`src/rtl/gpu_rect_fill_if.sv`:
```
// Framebuffer write port of the rectangle-fill engine.
// Handshake: FB_WE is valid, FB_READY is ready; a pixel transfers on a rising edge
// where both are high, and FB_ADDR/FB_DATA/FB_WE hold steady until that edge.
interface gpu_rect_fill_if;
  logic [12:0] FB_ADDR;
  logic [6:0]  FB_DATA;
  logic        FB_WE;
  logic        FB_READY;

  modport master (output FB_ADDR, output FB_DATA, output FB_WE, input FB_READY);
  modport slave  (input FB_ADDR, input FB_DATA, input FB_WE, output FB_READY);
endinterface

```
`src/rtl/gpu_rect_fill.sv`:
```
// Rectangle-fill engine: CPU-programmed register file, clipping, and a row-major
// pixel stream into the framebuffer write port.
module gpu_rect_fill #(
  parameter int FB_W = 80,
  parameter int FB_H = 60
) (
  input  logic        CLK_SYS,
  input  logic        RESET_N,
  input  logic        CE,
  input  logic        RW,
  input  logic [2:0]  ADDR,
  input  logic [7:0]  DATA,
  output logic [7:0]  DATA_OUT,
  output logic        DATA_OE,
  output logic        BUSY,
  output logic [1:0]  dbg_state_o,
  gpu_rect_fill_if.master fb
);

  localparam logic [1:0] S_IDLE  = 2'd0;
  localparam logic [1:0] S_SETUP = 2'd1;
  localparam logic [1:0] S_FILL  = 2'd2;
  localparam logic [1:0] S_DONE  = 2'd3;

  localparam logic [7:0]  FB_W8  = 8'(FB_W);
  localparam logic [7:0]  FB_H8  = 8'(FB_H);
  localparam logic [12:0] FB_W13 = 13'(FB_W);

  logic       ce_s1_q, ce_s2_q, rw_s1_q, rw_s2_q, ev_seen_q;
  logic [2:0] addr_s1_q, addr_s2_q;
  logic [7:0] data_s1_q, data_s2_q;

  logic [6:0] x_q, w_q;
  logic [5:0] y_q, h_q;
  logic [2:0] color_q;
  logic       swp_q;

  logic [1:0]  state_q;
  logic        done_q, err_q, we_q;
  logic [12:0] addr_q, row_base_q;
  logic [6:0]  data_q;
  logic [6:0]  w_eff_q, col_q;
  logic [5:0]  h_eff_q, row_q;
  logic [2:0]  lat_color_q;
  logic        lat_swp_q;

  logic busy, wr_ev, cmd_wr;
  assign busy   = (state_q == S_SETUP) || (state_q == S_FILL);
  assign wr_ev  = ~ce_s2_q & ~rw_s2_q & ~ev_seen_q;
  assign cmd_wr = wr_ev & ~busy & (addr_s2_q == 3'd5);

  // Two-flop synchroniser; CE/RW idle high so reset cannot fake a write event.
  always_ff @(posedge CLK_SYS or negedge RESET_N) begin
    if (!RESET_N) begin
      ce_s1_q   <= 1'b1;
      ce_s2_q   <= 1'b1;
      rw_s1_q   <= 1'b1;
      rw_s2_q   <= 1'b1;
      addr_s1_q <= '0;
      addr_s2_q <= '0;
      data_s1_q <= '0;
      data_s2_q <= '0;
      ev_seen_q <= 1'b0;
    end else begin
      ce_s1_q   <= CE;
      ce_s2_q   <= ce_s1_q;
      rw_s1_q   <= RW;
      rw_s2_q   <= rw_s1_q;
      addr_s1_q <= ADDR;
      addr_s2_q <= addr_s1_q;
      data_s1_q <= DATA;
      data_s2_q <= data_s1_q;
      ev_seen_q <= ce_s2_q ? 1'b0 : (ev_seen_q | wr_ev);
    end
  end

  always_ff @(posedge CLK_SYS or negedge RESET_N) begin
    if (!RESET_N) begin
      x_q     <= '0;
      y_q     <= '0;
      w_q     <= '0;
      h_q     <= '0;
      color_q <= '0;
      swp_q   <= 1'b0;
    end else if (wr_ev && !busy) begin
      case (addr_s2_q)
        3'd0: x_q <= data_s2_q[6:0];
        3'd1: y_q <= data_s2_q[5:0];
        3'd2: w_q <= data_s2_q[6:0];
        3'd3: h_q <= data_s2_q[5:0];
        3'd4: begin
          color_q <= data_s2_q[2:0];
          swp_q   <= data_s2_q[6];
        end
        default: ;
      endcase
    end
  end

  // Clipping against the framebuffer edge, evaluated during SETUP.
  logic [7:0]  rem_w, rem_h, w_min8, h_min8;
  logic [6:0]  w_eff_d;
  logic [5:0]  h_eff_d;
  logic        degen, first_last;
  logic [12:0] row_base_init;
  assign rem_w         = FB_W8 - {1'b0, x_q};
  assign rem_h         = FB_H8 - {2'b00, y_q};
  assign w_min8        = ({1'b0, w_q} < rem_w) ? {1'b0, w_q} : rem_w;
  assign h_min8        = ({2'b00, h_q} < rem_h) ? {2'b00, h_q} : rem_h;
  assign w_eff_d       = w_min8[6:0];
  assign h_eff_d       = h_min8[5:0];
  assign degen         = (w_q == '0) || (h_q == '0) || ({1'b0, x_q} >= FB_W8) || ({2'b00, y_q} >= FB_H8);
  assign first_last    = (w_eff_d == 7'd1) && (h_eff_d == 6'd1);
  assign row_base_init = 13'(y_q) * FB_W13 + 13'(x_q);

  logic        at_row_end, last, n_last;
  logic [6:0]  n_col;
  logic [5:0]  n_row;
  logic [12:0] n_base;
  assign at_row_end = (col_q == w_eff_q - 7'd1);
  assign last       = at_row_end && (row_q == h_eff_q - 6'd1);
  assign n_col      = at_row_end ? 7'd0 : col_q + 7'd1;
  assign n_row      = at_row_end ? row_q + 6'd1 : row_q;
  assign n_base     = at_row_end ? row_base_q + FB_W13 : row_base_q;
  assign n_last     = (n_col == w_eff_q - 7'd1) && (n_row == h_eff_q - 6'd1);

  always_ff @(posedge CLK_SYS or negedge RESET_N) begin
    if (!RESET_N) begin
      state_q     <= S_IDLE;
      done_q      <= 1'b0;
      err_q       <= 1'b0;
      we_q        <= 1'b0;
      addr_q      <= '0;
      data_q      <= '0;
      row_base_q  <= '0;
      w_eff_q     <= '0;
      h_eff_q     <= '0;
      col_q       <= '0;
      row_q       <= '0;
      lat_color_q <= '0;
      lat_swp_q   <= 1'b0;
    end else begin
      if (wr_ev && busy) err_q <= 1'b1;
      case (state_q)
        S_IDLE, S_DONE: begin
          if (state_q == S_DONE) done_q <= 1'b1;
          state_q <= S_IDLE;
          if (cmd_wr) begin
            done_q  <= 1'b0;
            err_q   <= 1'b0;
            state_q <= S_SETUP;
          end
        end
        S_SETUP: begin
          if (degen) begin
            state_q <= S_DONE;
          end else begin
            w_eff_q     <= w_eff_d;
            h_eff_q     <= h_eff_d;
            lat_color_q <= color_q;
            lat_swp_q   <= swp_q;
            row_base_q  <= row_base_init;
            col_q       <= '0;
            row_q       <= '0;
            addr_q      <= row_base_init;
            data_q      <= {swp_q & first_last, 3'b000, color_q};
            we_q        <= 1'b1;
            state_q     <= S_FILL;
          end
        end
        default: begin
          if (fb.FB_READY) begin
            if (last) begin
              we_q    <= 1'b0;
              state_q <= S_DONE;
            end else begin
              col_q      <= n_col;
              row_q      <= n_row;
              row_base_q <= n_base;
              addr_q     <= n_base + 13'(n_col);
              data_q     <= {lat_swp_q & n_last, 3'b000, lat_color_q};
            end
          end
        end
      endcase
    end
  end

  logic [3:0] unused_bits;
  assign unused_bits = {data_s2_q[7], w_min8[7], h_min8[7:6]};

  assign fb.FB_WE    = we_q;
  assign fb.FB_ADDR  = addr_q;
  assign fb.FB_DATA  = data_q;
  assign BUSY        = busy;
  assign dbg_state_o = state_q;
  assign DATA_OE     = ~CE & RW;
  assign DATA_OUT    = DATA_OE ? {busy, err_q, 5'b00000, done_q} : 8'h00;

endmodule

```
`src/flat_wrapper.sv`:
```
// flat-port wrapper written by rule: the top's interface ports become plain ports
module gpu_rect_fill_flat 
#(
  parameter int FB_W = 80,
  parameter int FB_H = 60
)
  (CLK_SYS, RESET_N, CE, RW, ADDR, DATA, DATA_OUT, DATA_OE, BUSY, dbg_state_o, fb_FB_ADDR, fb_FB_DATA, fb_FB_WE, fb_FB_READY);
  gpu_rect_fill_if fb_i ();
  input  logic CLK_SYS;
  input  logic RESET_N;
  input  logic CE;
  input  logic RW;
  input  logic [2:0] ADDR;
  input  logic [7:0] DATA;
  output logic [7:0] DATA_OUT;
  output logic DATA_OE;
  output logic BUSY;
  output logic [1:0] dbg_state_o;
  output wire logic [$bits(fb_i.FB_ADDR)-1:0] fb_FB_ADDR;
  output wire logic [$bits(fb_i.FB_DATA)-1:0] fb_FB_DATA;
  output wire logic [$bits(fb_i.FB_WE)-1:0] fb_FB_WE;
  input wire logic [$bits(fb_i.FB_READY)-1:0] fb_FB_READY;
  assign fb_FB_ADDR = fb_i.FB_ADDR;
  assign fb_FB_DATA = fb_i.FB_DATA;
  assign fb_FB_WE = fb_i.FB_WE;
  assign fb_i.FB_READY = fb_FB_READY;
  gpu_rect_fill #(.FB_W(FB_W), .FB_H(FB_H)) u_core (.CLK_SYS(CLK_SYS), .RESET_N(RESET_N), .CE(CE), .RW(RW), .ADDR(ADDR), .DATA(DATA), .DATA_OUT(DATA_OUT), .DATA_OE(DATA_OE), .BUSY(BUSY), .dbg_state_o(dbg_state_o), .fb(fb_i));
endmodule
```
`config.mk`:
```
export PLATFORM = sky130hd
export DESIGN_NAME = gpu_rect_fill_flat
export DESIGN_NICKNAME = d
export VERILOG_FILES = /design/src/rtl/gpu_rect_fill_if.sv /design/src/rtl/gpu_rect_fill.sv /design/src/flat_wrapper.sv
export SDC_FILE = /design/constraint.sdc
export NUM_CORES = 1
export LEC_CHECK = 0
export ABC_AREA = 1
export CAP_MARGIN = 20
export CORE_MARGIN = 8
export CORE_UTILIZATION = 55
export DETAILED_ROUTE_END_ITERATION = 6
export GPL_TIMING_DRIVEN = 0
export PLACE_DENSITY = 0.75
export REMOVE_ABC_BUFFERS = 1
export SLEW_MARGIN = 20
export SYNTH_ARGS = -nofsm -noshare
export SYNTH_HDL_FRONTEND = slang
export SYNTH_SLANG_ARGS = --single-unit
```
`constraint.sdc`:
```
create_clock -name CLK_SYS -period 8.75 [get_ports CLK_SYS]
set_input_delay 0.875 -clock CLK_SYS [delete_from_list [all_inputs] [get_ports CLK_SYS]]
set_output_delay 0.875 -clock CLK_SYS [all_outputs]
set_load 0.01 [all_outputs]
```
==> impl_metrics.ini <==
[critical_path]
crit_top_cell = nand2_1
worstPathRequired_ns = 9.07
critPathSlowestCell = nor2_4
critical_path.startpoint_type = register
cp-end-kind = register
path_class = register to register
worst-path-max-fanout = 35
cpPeakStageDelay_ns = 0.59
r2r_cells = 18
worstPathCellList = inv_2 > ha_1 > nand2_2 > o21bai_2 > nand2_1 > nand2_1 > nand3_2 > nor2_2 > nand2_2 > inv_2 > nand2_1 > nand2_1 > nor2_1 > nor2_4 > inv_2 > or2_2 > nand2_1 > inv_1
arrival_ns = 4.72

[timing]
setup_tns_ns = 0
setup_slack_ns = 4.351
hold_viol = 0
timing_worst_slew_pin_value_ns = 0.8090
final.period_utilization_pct = 50.28
slew_violations = 0
setup_violations = 0
min_period_ns = 4.399
maxSlewHeadroom_pct = 45.61
max_freq_ghz = 0.2273
rsz0062_at_grt = false
clock_skew_ns = 0.007913

[cells_and_area]
drive_above_1_share_pct = 8.772
register_area_um2 = 3008
area_growth_pct = 15.19
fin_util_pct = 63.92
layout_common_cells = nand2_1 (206), inv_1 (120), dfrtp_1 (116), o21ai_0 (86), nor2_1 (71)
nets = 1011
diodes = 0
final_common_cell = nand2_1
multi_input_area_um2 = 3628
nFillCells = 1161

[route]
dr.pass1.iters = 5
vias_per_cell = 5.313
wl_met3_um = 879
wl_per_cell_um = 14.80
drt-met1-wl_um = 7527
wl_met2_um = 8157
drt_iter0_drc = 521
drc = 0
drtAntennaViolNets = 0
num_vias = 6083
wl_um = 16950
top_layer_used = met4

[synthesis]
yosys_warnings = 0
syn-instance-count = 919
synth_flop_cell = dfrtp_1
synth-seq-area-share_pct = 41.59
async_reset_ff_share_pct = 100.0
ys_ff_latch = 120
synth_cell_types = 49
netlist_area_um2 = 7232
synth.avg_cell_area_um2 = 7.869
synth_edf_count = 0

[global_routing]
grt_max_degree = 70
grt_pass1_vias = 5763
globalRouteTotalUtil_pct = 21.20
grt_pass1_wl_um = 27900
grt.overflow.total = 0
antenna_found_initial = 0

[cts]
holdBufCountCts = 0
postCtsSetupBuffers = 0
htree_levels = 4
clock-sinks = 120
cts_buffers = 17
insertion_delay_ns = 0.43
cts_buffer_depth = 2
cts_resized = 0
cts_tree = done
clockRootBuffer = clkbuf_16
clk_pin_slew_ns = 0.06

[place]
gp_congestion = 0.8582
hpwl_um = 12250
io_buffers = 39
place_ws_ns = 3.948

[floorplan]
initial_core_util_pct = 55.49
num_rows = 42
dieArea_um2 = 17070
die_y_um = 130.7
die_w_um = 130.7
coreArea_um2 = 13030
io_pins = 49

[worst_hold_path]
holdPathStages = 0
hp-class = register to register

[power]
p_leak_nw = 4.065
p_per_area_nw_per_um2 = 410.6
ir_drop_mv = 0.2093

[run]
maxCapViolations = 0

[status]
outcome = completed
[synth_stat cells (5+ instances only)]
cell type | instances | area, um^2
nand2_1 | 206 | 773.2
xor2_1 | 38 | 332.8
buf_4 | 9 | 67.56
nand3_1 | 55 | 275.3
a22oi_1 | 8 | 60.06
o21ai_0 | 86 | 430.4
buf_2 | 7 | 35.03
a31oi_1 | 7 | 43.79
or2_2 | 6 | 37.54
inv_1 | 120 | 450.4
xnor2_1 | 8 | 70.07
nor4_1 | 5 | 31.28
nand4_1 | 16 | 100.1
clkbuf_1 | 11 | 41.29
a21oi_1 | 32 | 160.2
dfrtp_1 | 116 | 2903
ha_1 | 37 | 462.9
nand2_2 | 8 | 50.05
nor3_1 | 9 | 45.04
nor2_1 | 71 | 266.5
nor2_2 | 10 | 62.56
mux2_2 | 7 | 78.83
[report_power, final]
group | internal, W | switching [W]
registers | 0.000757 | 0.000187
logic | 0.000678 | 0.00112
clock network | 0.000426 | 0.000257
[path summary, 6_finish.rpt]
kind,start,to,slack (ns)
setup / recovery,u_core.w_eff_q[0],u_core.fb.FB_DATA[6],4.35
setup reg to reg,u_core.w_eff_q[0],u_core.fb.FB_DATA[6],4.35
max in group asynchronous,RESET_N,u_core.fb.FB_ADDR[4],7.66
min in group asynchronous,RESET_N,u_core.data_s1_q[1],0.39
hold reg to reg,u_core.data_s1_q[3],u_core.data_s2_q[3],0.35
hold / removal,u_core.data_s1_q[3],u_core.data_s2_q[3],0.35
[stage by stage]
| step | hold WS [ns] | instances | power [W] | cell area (um^2) |
|---|---|---|---|---|
| final | 0.3470 | 1145 | 0.003421 | 8330 |
| after CTS | 0.3491 | 1145 | 0.003428 | 8328 |
| after global routing | 0.3540 | 1145 | 0.003712 | 8330 |
| after global placement | 0.3323 | 1111 | 0.002671 | 7695 |
| after floorplan | 0.3312 | 896 | 0.002199 | 7084 |
| after detailed placement | 0.3365 | 1113 | 0.002718 | 7754 |
[metal layers]
layer | up-vias | global-route usage, %
met5 | - | 0
met3 | 32 | 5.601
li1 | 3047 | -
met1 | 2842 | 25.89
met2 | 162 | 35.34
met4 | 0 | 7.900
[sequential cells by signal, summed over array words and instances, names as in the netlist, 7 cells and up]
signal	count
u_core.fb.FB_ADDR	13
u_core.w_eff_q	7
u_core.x_q	7
u_core.data_s1_q	7
u_core.col_q	7
u_core.row_base_q	13
u_core.w_q	7
u_core.data_s2_q	7
[area by class of cell]
type,instances,area share (%)
Clock inverter,11,1.487
Tap cell,176,2.643
Sequential cell,120,36.11
Inverter,126,5.707
Clock buffer,21,5.407
Multi-Input combinational cell,650,43.56
Timing Repair Buffer,41,5.092
[worst max-delay path, delay by kind of cell, from the launching register on]
kind                     cells  cell delay [ns]
AND/OR/NAND/NOR             12             2.41
flip-flops                   1             0.40
adder cells (fa/ha/maj)      1             0.29
AO/OA/AOI/OAI                1             0.13
buffers and inverters        4             1.03
[cells by family (layout without fill, tap and decap cells)]
kind of cell / count (synthesis) / after routing / share of synthesized area (%)
AO/OA/AOI/OAI: 156 / 156 / 11.97
XOR/XNOR: 46 / 46 / 5.571
adder cells (fa/ha/maj): 39 / 39 / 6.955
buffers and inverters: 156 / 199 / 8.962
flip-flops: 120 / 120 / 41.59
multiplexers: 7 / 7 / 1.090
other: 1 / 8 / 0.05185
AND/OR/NAND/NOR: 394 / 394 / 23.81
Power figures use the tool's default switching activity.
